**config.mk**
```make
export PLATFORM = sky130hd
export DESIGN_NAME = apb4_master
export DESIGN_NICKNAME = d
export VERILOG_FILES = /design/src/rtl/apb4_master.sv
export SDC_FILE = /design/constraint.sdc
export NUM_CORES = 1
export LEC_CHECK = 0
export CORE_MARGIN = 2
export CORE_UTILIZATION = 30
export CTS_BUF_LIST = sky130_fd_sc_hd__clkbuf_16
export CTS_CLUSTER_SIZE = 30
export DETAILED_ROUTE_END_ITERATION = 7
export DONT_BUFFER_PORTS = 1
export GPL_ROUTABILITY_DRIVEN = 0
export MAX_ROUTING_LAYER = met4
export PLACE_DENSITY_LB_ADDON = 0.15
export SYNTH_ARGS = -nofsm -noshare
export SYNTH_HDL_FRONTEND = slang
export SYNTH_SLANG_ARGS = --single-unit
```
**constraint.sdc**
```tcl
create_clock -name clk_i -period 2.04 [get_ports clk_i]
set_clock_uncertainty 0.05 [all_clocks]
set_input_delay 0.204 -clock clk_i [delete_from_list [all_inputs] [get_ports clk_i]]
set_output_delay 0.204 -clock clk_i [all_outputs]
set_load 0.01 [all_outputs]
```
**src/rtl/apb4_master.sv**
```systemverilog
// apb4_master: APB4 initiator bridging a valid/ready request/response port onto an APB4 bus.
// One transfer is outstanding at a time. An optional wait-state timeout aborts transfers to
// a slave that never raises pready_i.
//
// Ports:
//   clk_i, rst_i                 clock (also pclk) and synchronous active-high reset
//   req_valid_i / req_ready_o    request handshake; ready only while idle
//   req_addr_i, req_write_i, req_wdata_i, req_strb_i, req_prot_i   request payload
//   rsp_valid_o / rsp_ready_i    response handshake
//   rsp_rdata_o, rsp_err_o, rsp_timeout_o   response payload
//   busy_o                       transfer or response in progress
//   paddr_o, pprot_o, psel_o, penable_o, pwrite_o, pwdata_o, pstrb_o   APB outputs
//   pready_i, prdata_i, pslverr_i                                      APB inputs
module apb4_master #(
    parameter int unsigned ADDR_WIDTH = 32,
    parameter int unsigned DATA_WIDTH = 32,
    parameter int unsigned TIMEOUT    = 256
) (
    input  logic                    clk_i,
    input  logic                    rst_i,
    input  logic                    req_valid_i,
    output logic                    req_ready_o,
    input  logic [ADDR_WIDTH-1:0]   req_addr_i,
    input  logic                    req_write_i,
    input  logic [DATA_WIDTH-1:0]   req_wdata_i,
    input  logic [DATA_WIDTH/8-1:0] req_strb_i,
    input  logic [2:0]              req_prot_i,
    output logic                    rsp_valid_o,
    input  logic                    rsp_ready_i,
    output logic [DATA_WIDTH-1:0]   rsp_rdata_o,
    output logic                    rsp_err_o,
    output logic                    rsp_timeout_o,
    output logic                    busy_o,
    output logic [ADDR_WIDTH-1:0]   paddr_o,
    output logic [2:0]              pprot_o,
    output logic                    psel_o,
    output logic                    penable_o,
    output logic                    pwrite_o,
    output logic [DATA_WIDTH-1:0]   pwdata_o,
    output logic [DATA_WIDTH/8-1:0] pstrb_o,
    input  logic                    pready_i,
    input  logic [DATA_WIDTH-1:0]   prdata_i,
    input  logic                    pslverr_i
);

    localparam int unsigned STRB_W = DATA_WIDTH / 8;
    // Keep at least one bit so TIMEOUT=0 still elaborates.
    localparam int unsigned CNT_W  = (TIMEOUT > 0) ? $clog2(TIMEOUT + 1) : 1;

    localparam logic [CNT_W-1:0] CNT_LAST = CNT_W'(TIMEOUT - 1);
    localparam logic [CNT_W-1:0] CNT_MAX  = '1;

    localparam logic [1:0] IDLE   = 2'd0;
    localparam logic [1:0] SETUP  = 2'd1;
    localparam logic [1:0] ACCESS = 2'd2;
    localparam logic [1:0] RESP   = 2'd3;

    logic [1:0]            state_q,       state_d;
    logic [ADDR_WIDTH-1:0] paddr_q,       paddr_d;
    logic [2:0]            pprot_q,       pprot_d;
    logic                  pwrite_q,      pwrite_d;
    logic [DATA_WIDTH-1:0] pwdata_q,      pwdata_d;
    logic [STRB_W-1:0]     pstrb_q,       pstrb_d;
    logic                  psel_q,        psel_d;
    logic                  penable_q,     penable_d;
    logic                  rsp_valid_q,   rsp_valid_d;
    logic [DATA_WIDTH-1:0] rsp_rdata_q,   rsp_rdata_d;
    logic                  rsp_err_q,     rsp_err_d;
    logic                  rsp_timeout_q, rsp_timeout_d;
    logic [CNT_W-1:0]      wait_cnt_q,    wait_cnt_d;

    always_comb begin
        state_d       = state_q;
        paddr_d       = paddr_q;
        pprot_d       = pprot_q;
        pwrite_d      = pwrite_q;
        pwdata_d      = pwdata_q;
        pstrb_d       = pstrb_q;
        psel_d        = psel_q;
        penable_d     = penable_q;
        rsp_valid_d   = rsp_valid_q;
        rsp_rdata_d   = rsp_rdata_q;
        rsp_err_d     = rsp_err_q;
        rsp_timeout_d = rsp_timeout_q;
        wait_cnt_d    = wait_cnt_q;

        case (state_q)
            IDLE: begin
                if (req_valid_i) begin
                    paddr_d   = req_addr_i;
                    pprot_d   = req_prot_i;
                    pwrite_d  = req_write_i;
                    // Reads drive zero write data and strobes.
                    pwdata_d  = req_write_i ? req_wdata_i : '0;
                    pstrb_d   = req_write_i ? req_strb_i  : '0;
                    psel_d    = 1'b1;
                    penable_d = 1'b0;
                    state_d   = SETUP;
                end
            end
            SETUP: begin
                penable_d  = 1'b1;
                wait_cnt_d = '0;
                state_d    = ACCESS;
            end
            ACCESS: begin
                if (pready_i) begin
                    // A ready slave wins over a timeout expiring in the same cycle.
                    rsp_rdata_d   = pwrite_q ? '0 : prdata_i;
                    rsp_err_d     = pslverr_i;
                    rsp_timeout_d = 1'b0;
                    psel_d        = 1'b0;
                    penable_d     = 1'b0;
                    rsp_valid_d   = 1'b1;
                    state_d       = RESP;
                end else if ((TIMEOUT != 0) && (wait_cnt_q == CNT_LAST)) begin
                    rsp_rdata_d   = '0;
                    rsp_err_d     = 1'b1;
                    rsp_timeout_d = 1'b1;
                    psel_d        = 1'b0;
                    penable_d     = 1'b0;
                    rsp_valid_d   = 1'b1;
                    state_d       = RESP;
                end else if (wait_cnt_q != CNT_MAX) begin
                    // Saturate rather than wrap when the timeout is disabled.
                    wait_cnt_d = wait_cnt_q + CNT_W'(1);
                end
            end
            RESP: begin
                if (rsp_ready_i) begin
                    rsp_valid_d = 1'b0;
                    state_d     = IDLE;
                end
            end
            default: begin
                state_d = IDLE;
            end
        endcase
    end

    always_ff @(posedge clk_i) begin
        if (rst_i) begin
            state_q       <= IDLE;
            paddr_q       <= '0;
            pprot_q       <= '0;
            pwrite_q      <= 1'b0;
            pwdata_q      <= '0;
            pstrb_q       <= '0;
            psel_q        <= 1'b0;
            penable_q     <= 1'b0;
            rsp_valid_q   <= 1'b0;
            rsp_rdata_q   <= '0;
            rsp_err_q     <= 1'b0;
            rsp_timeout_q <= 1'b0;
            wait_cnt_q    <= '0;
        end else begin
            state_q       <= state_d;
            paddr_q       <= paddr_d;
            pprot_q       <= pprot_d;
            pwrite_q      <= pwrite_d;
            pwdata_q      <= pwdata_d;
            pstrb_q       <= pstrb_d;
            psel_q        <= psel_d;
            penable_q     <= penable_d;
            rsp_valid_q   <= rsp_valid_d;
            rsp_rdata_q   <= rsp_rdata_d;
            rsp_err_q     <= rsp_err_d;
            rsp_timeout_q <= rsp_timeout_d;
            wait_cnt_q    <= wait_cnt_d;
        end
    end

    assign req_ready_o   = (state_q == IDLE);
    assign busy_o        = (state_q != IDLE);
    assign paddr_o       = paddr_q;
    assign pprot_o       = pprot_q;
    assign pwrite_o      = pwrite_q;
    assign pwdata_o      = pwdata_q;
    assign pstrb_o       = pstrb_q;
    assign psel_o        = psel_q;
    assign penable_o     = penable_q;
    assign rsp_valid_o   = rsp_valid_q;
    assign rsp_rdata_o   = rsp_rdata_q;
    assign rsp_err_o     = rsp_err_q;
    assign rsp_timeout_o = rsp_timeout_q;

endmodule

```
==> results by group <==
Status
  • Status: finished with violations
  • Failing checks: negative setup slack

Logic synthesis
  • Mapped cell area: 4510 um^2
  • Synth Area in XOR/XNOR: 0
  • Top cells by count, synth: 120 x dfxtp_1, 113 x nand2_1, 82 x a21oi_1, 44 x nand3_1, 35 x nor2_1
  • Share of the synthesized area in the top cell type: 0.533
  • Synth Area in Simple Gates: 0.226
  • Ys flop type: dfxtp_1
  • Unique masters post-synth: 35
  • Sequential-to-total area share from yosys stat: 0.533
  • Post-synth EDFFs: 0
  • Post-Syn Nets: 651
  • Top-count cell post-synth: dfxtp_1
  • Largest area contributor in the netlist: dfxtp_1
  • Synth Area in Compound Gates: 0.165
  • Syn avg cell area: 8.44 um^2
  • Ranking of synthesized cells by area: dfxtp_1 53%, nand2_1 9.4%, a21oi_1 9.1%, a22oi_1 5.3%, nand3_1 4.9%
  • Combinational family with the most area after synthesis: simple AND/OR/NAND/NOR gates
  • Synth warn: 0
  • Async S/R FF share, synth: 0
  • Post-Syn Instances: 534
  • Mux cell area share after synthesis: 0.0111
  • Synth Area in Adders: 0.0194
  • Seq cells post-synth: 120

Clock network
  • Reg clk slew, reported paths: 50 ps
  • Clock tree from TritonCTS: built
  • Clock Sinks: 120
  • Clock Latency Late Sink: 410 ps
  • Number of H-tree levels: 4
  • Clock Root Buffer: clkbuf_16
  • CTS buffer count: 17
  • Max Buffers Root-to-Sink: 2

STA
  • Final Max Tran Viols: 0
  • Slew headroom: 0.681
  • Min Hold Slack: 24.4 ps
  • Max Clk Rate: 487 MHz
  • Least-Margin Pin Slew: 478 ps
  • Setup violators final: 1
  • Final hold violations: 0
  • Tmin final: 2060 ps
  • Tcrit/Tclk final: 1.01
  • RSZ-0062 raised after global routing: yes
  • Final WS setup: -15.2 ps

Die
  • Ports: 221
  • Die footprint: 16000 um^2
  • Rows: 44
  • Die H: 127 um
  • Core footprint: 14600 um^2
  • Die X: 127 um
  • Starting Density: 0.309

Route
  • Drt total wl: 13.8 mm
  • Vias post-DR: 4307
  • 1st-iter DRT viols: 199
  • Vias/cell: 5.13
  • DRC: 0
  • Drt first pass iters: 7
  • Routed len/inst: 16.4 um
  • ANT nets after route: 0

Min path
  • Worst min path class: in -> reg
  • Hold Path Depth: 3
  • Hold path start: rsp_ready_i
  • Worst hold endpoint: state_q[0]

Pwr
  • Pwr per Cell Area: 1200 nW/um^2
  • Leak: 2.45 nW
  • Peak supply drop: 641 uV
  • Final Power: 0.00787 W

Worst setup path
  • Worst-case reg-to-reg path depth: 7
  • RR Endpoint: wait_cnt_q[6]
  • Largest stage delay on the critical path: 590 ps
  • Critical Path RT: 2340 ps
  • CP max-delay cell: or4b_4
  • Worst Setup Path Type: reg -> reg
  • CP Capture Type: register
  • CP arrival: 2350 ps
  • R2R Setup Slk: -20 ps
  • Max FO, Critical Path: 6
  • CP delay by family, top: simple AND/OR/NAND/NOR gates
  • Critical-path cell list: ha_4, nand3_2, nor2_2, ha_2, or4b_4, or4_4, a21oi_2
  • Critical path buffers and inverters: 0
  • Reg2reg start: wait_cnt_q[1]
  • Crit path launch type: register

Placement
  • Post-place setup slack: -15.9 ps
  • Placed wire-length estimate: 8.03 mm
  • Post-Place Cells: 695
  • Port bufs: 0
  • Dpl cell area: 4770 um^2

Global routing
  • All-Layer GR Usage: 0.175
  • Number of global-route vias before repair: 4491
  • Global-route wire length before repair: 21.9 mm
  • Total gr overflow: 0
  • Antenna violations before repair: 0
  • Largest net degree at the start of global routing: 97

Finish
  • Area grow syn2layout: 45.7%
  • Layout cell share with drive strength beyond 1: 0.128
  • Ant. Diodes: 0
  • Non-filler instance count after layout: 839
  • Fin nets: 759
  • Final instance area: 6570 um^2

Run
  • Max_cap viols: 0
==> kinds of logic after synthesis <==
logic type	after synthesis
compound gates	126
fa+ha+maj	7
buf+inv	50
flops	120
mux	5
simple gates	226
==> registers in the layout (all words and copies together) (netlist names), 2 cells and up <==
register / cells
paddr_o: 32
pprot_o: 3
pstrb_o: 4
pwdata_o: 32
rsp_rdata_o: 32
state_q: 2
wait_cnt_q: 9
==> stage by stage <==
step	TNS (ps)	utilization
floorplan	0	-
global placement	0	0.327
detailed placement	-15.9	0.327
CTS	-15.0	0.443
global route	-180	0.450
finish	-15.2	0.450
==> worst max path at each step <==
stage,start,end,cells past startpoint
4_1_cts,wait_cnt_q[1],wait_cnt_q[6],7
2_1_floorplan,wait_cnt_q[1],wait_cnt_q[2],8
5_1_grt,wait_cnt_q[1],wait_cnt_q[6],7
3_5_place_dp,wait_cnt_q[1],wait_cnt_q[6],7
6_report,wait_cnt_q[1],wait_cnt_q[6],7
3_3_place_gp,wait_cnt_q[1],wait_cnt_q[6],7
==> repair_timing <==
item                       4_1_cts  5_1_grt
cloned                           0        2
pin swaps                        0        2
setup endpoints to repair        3       30
resized for setup                4       12
hold buffers                   109        0
hold endpoints to repair       120        0
buffers inserted                 0        1
==> layout make-up <==
type	instances	area (um^2)
clock inverter	15	133
multi-input combinational	364	1970
fill	1358	8020
inverter	6	22.5
clock buffer	17	425
tap	184	230
sequential	120	2400
timing repair buffer	133	1380
==> placed cells by master, fill, tap and decap left out, types with 4 or more instances in the layout <==
| cell | instances |
|---|---|
| buf_4 | 17 |
| nand3_1 | 43 |
| a22oi_1 | 32 |
| mux2i_1 | 5 |
| nand2_1 | 112 |
| clkinv_4 | 7 |
| nor3_1 | 5 |
| clkbuf_16 | 19 |
| buf_12 | 4 |
| or3b_2 | 5 |
| nor2_1 | 34 |
| dlygate4sd3_1 | 107 |
| inv_1 | 5 |
| ha_1 | 4 |
| dfxtp_1 | 118 |
| nand2b_1 | 7 |
| a21oi_1 | 79 |
| nand3b_1 | 4 |
==> power breakdown <==
part	internal, W	leakage (nW)	total, W	switching [W]
sequential	0.00268	0.977	0.00309	0.000408
combinational	0.000940	1.20	0.00200	0.00106
clock	0.00167	0.272	0.00277	0.00110
==> layer usage <==
layer	GRT usage	routed length, um	vias up
met5	-	0	-
met4	0.0931	546	0
met3	0.0650	992	41
met2	0.289	7090	183
met1	0.183	5150	2043
li1	-	-	2040
==> tightest hold or removal path, cell delays in order <==
cell and delay (ps):
nor2b_1 30, nor3_1 130, nor3_1 60
Power figures use the tool's default switching activity.
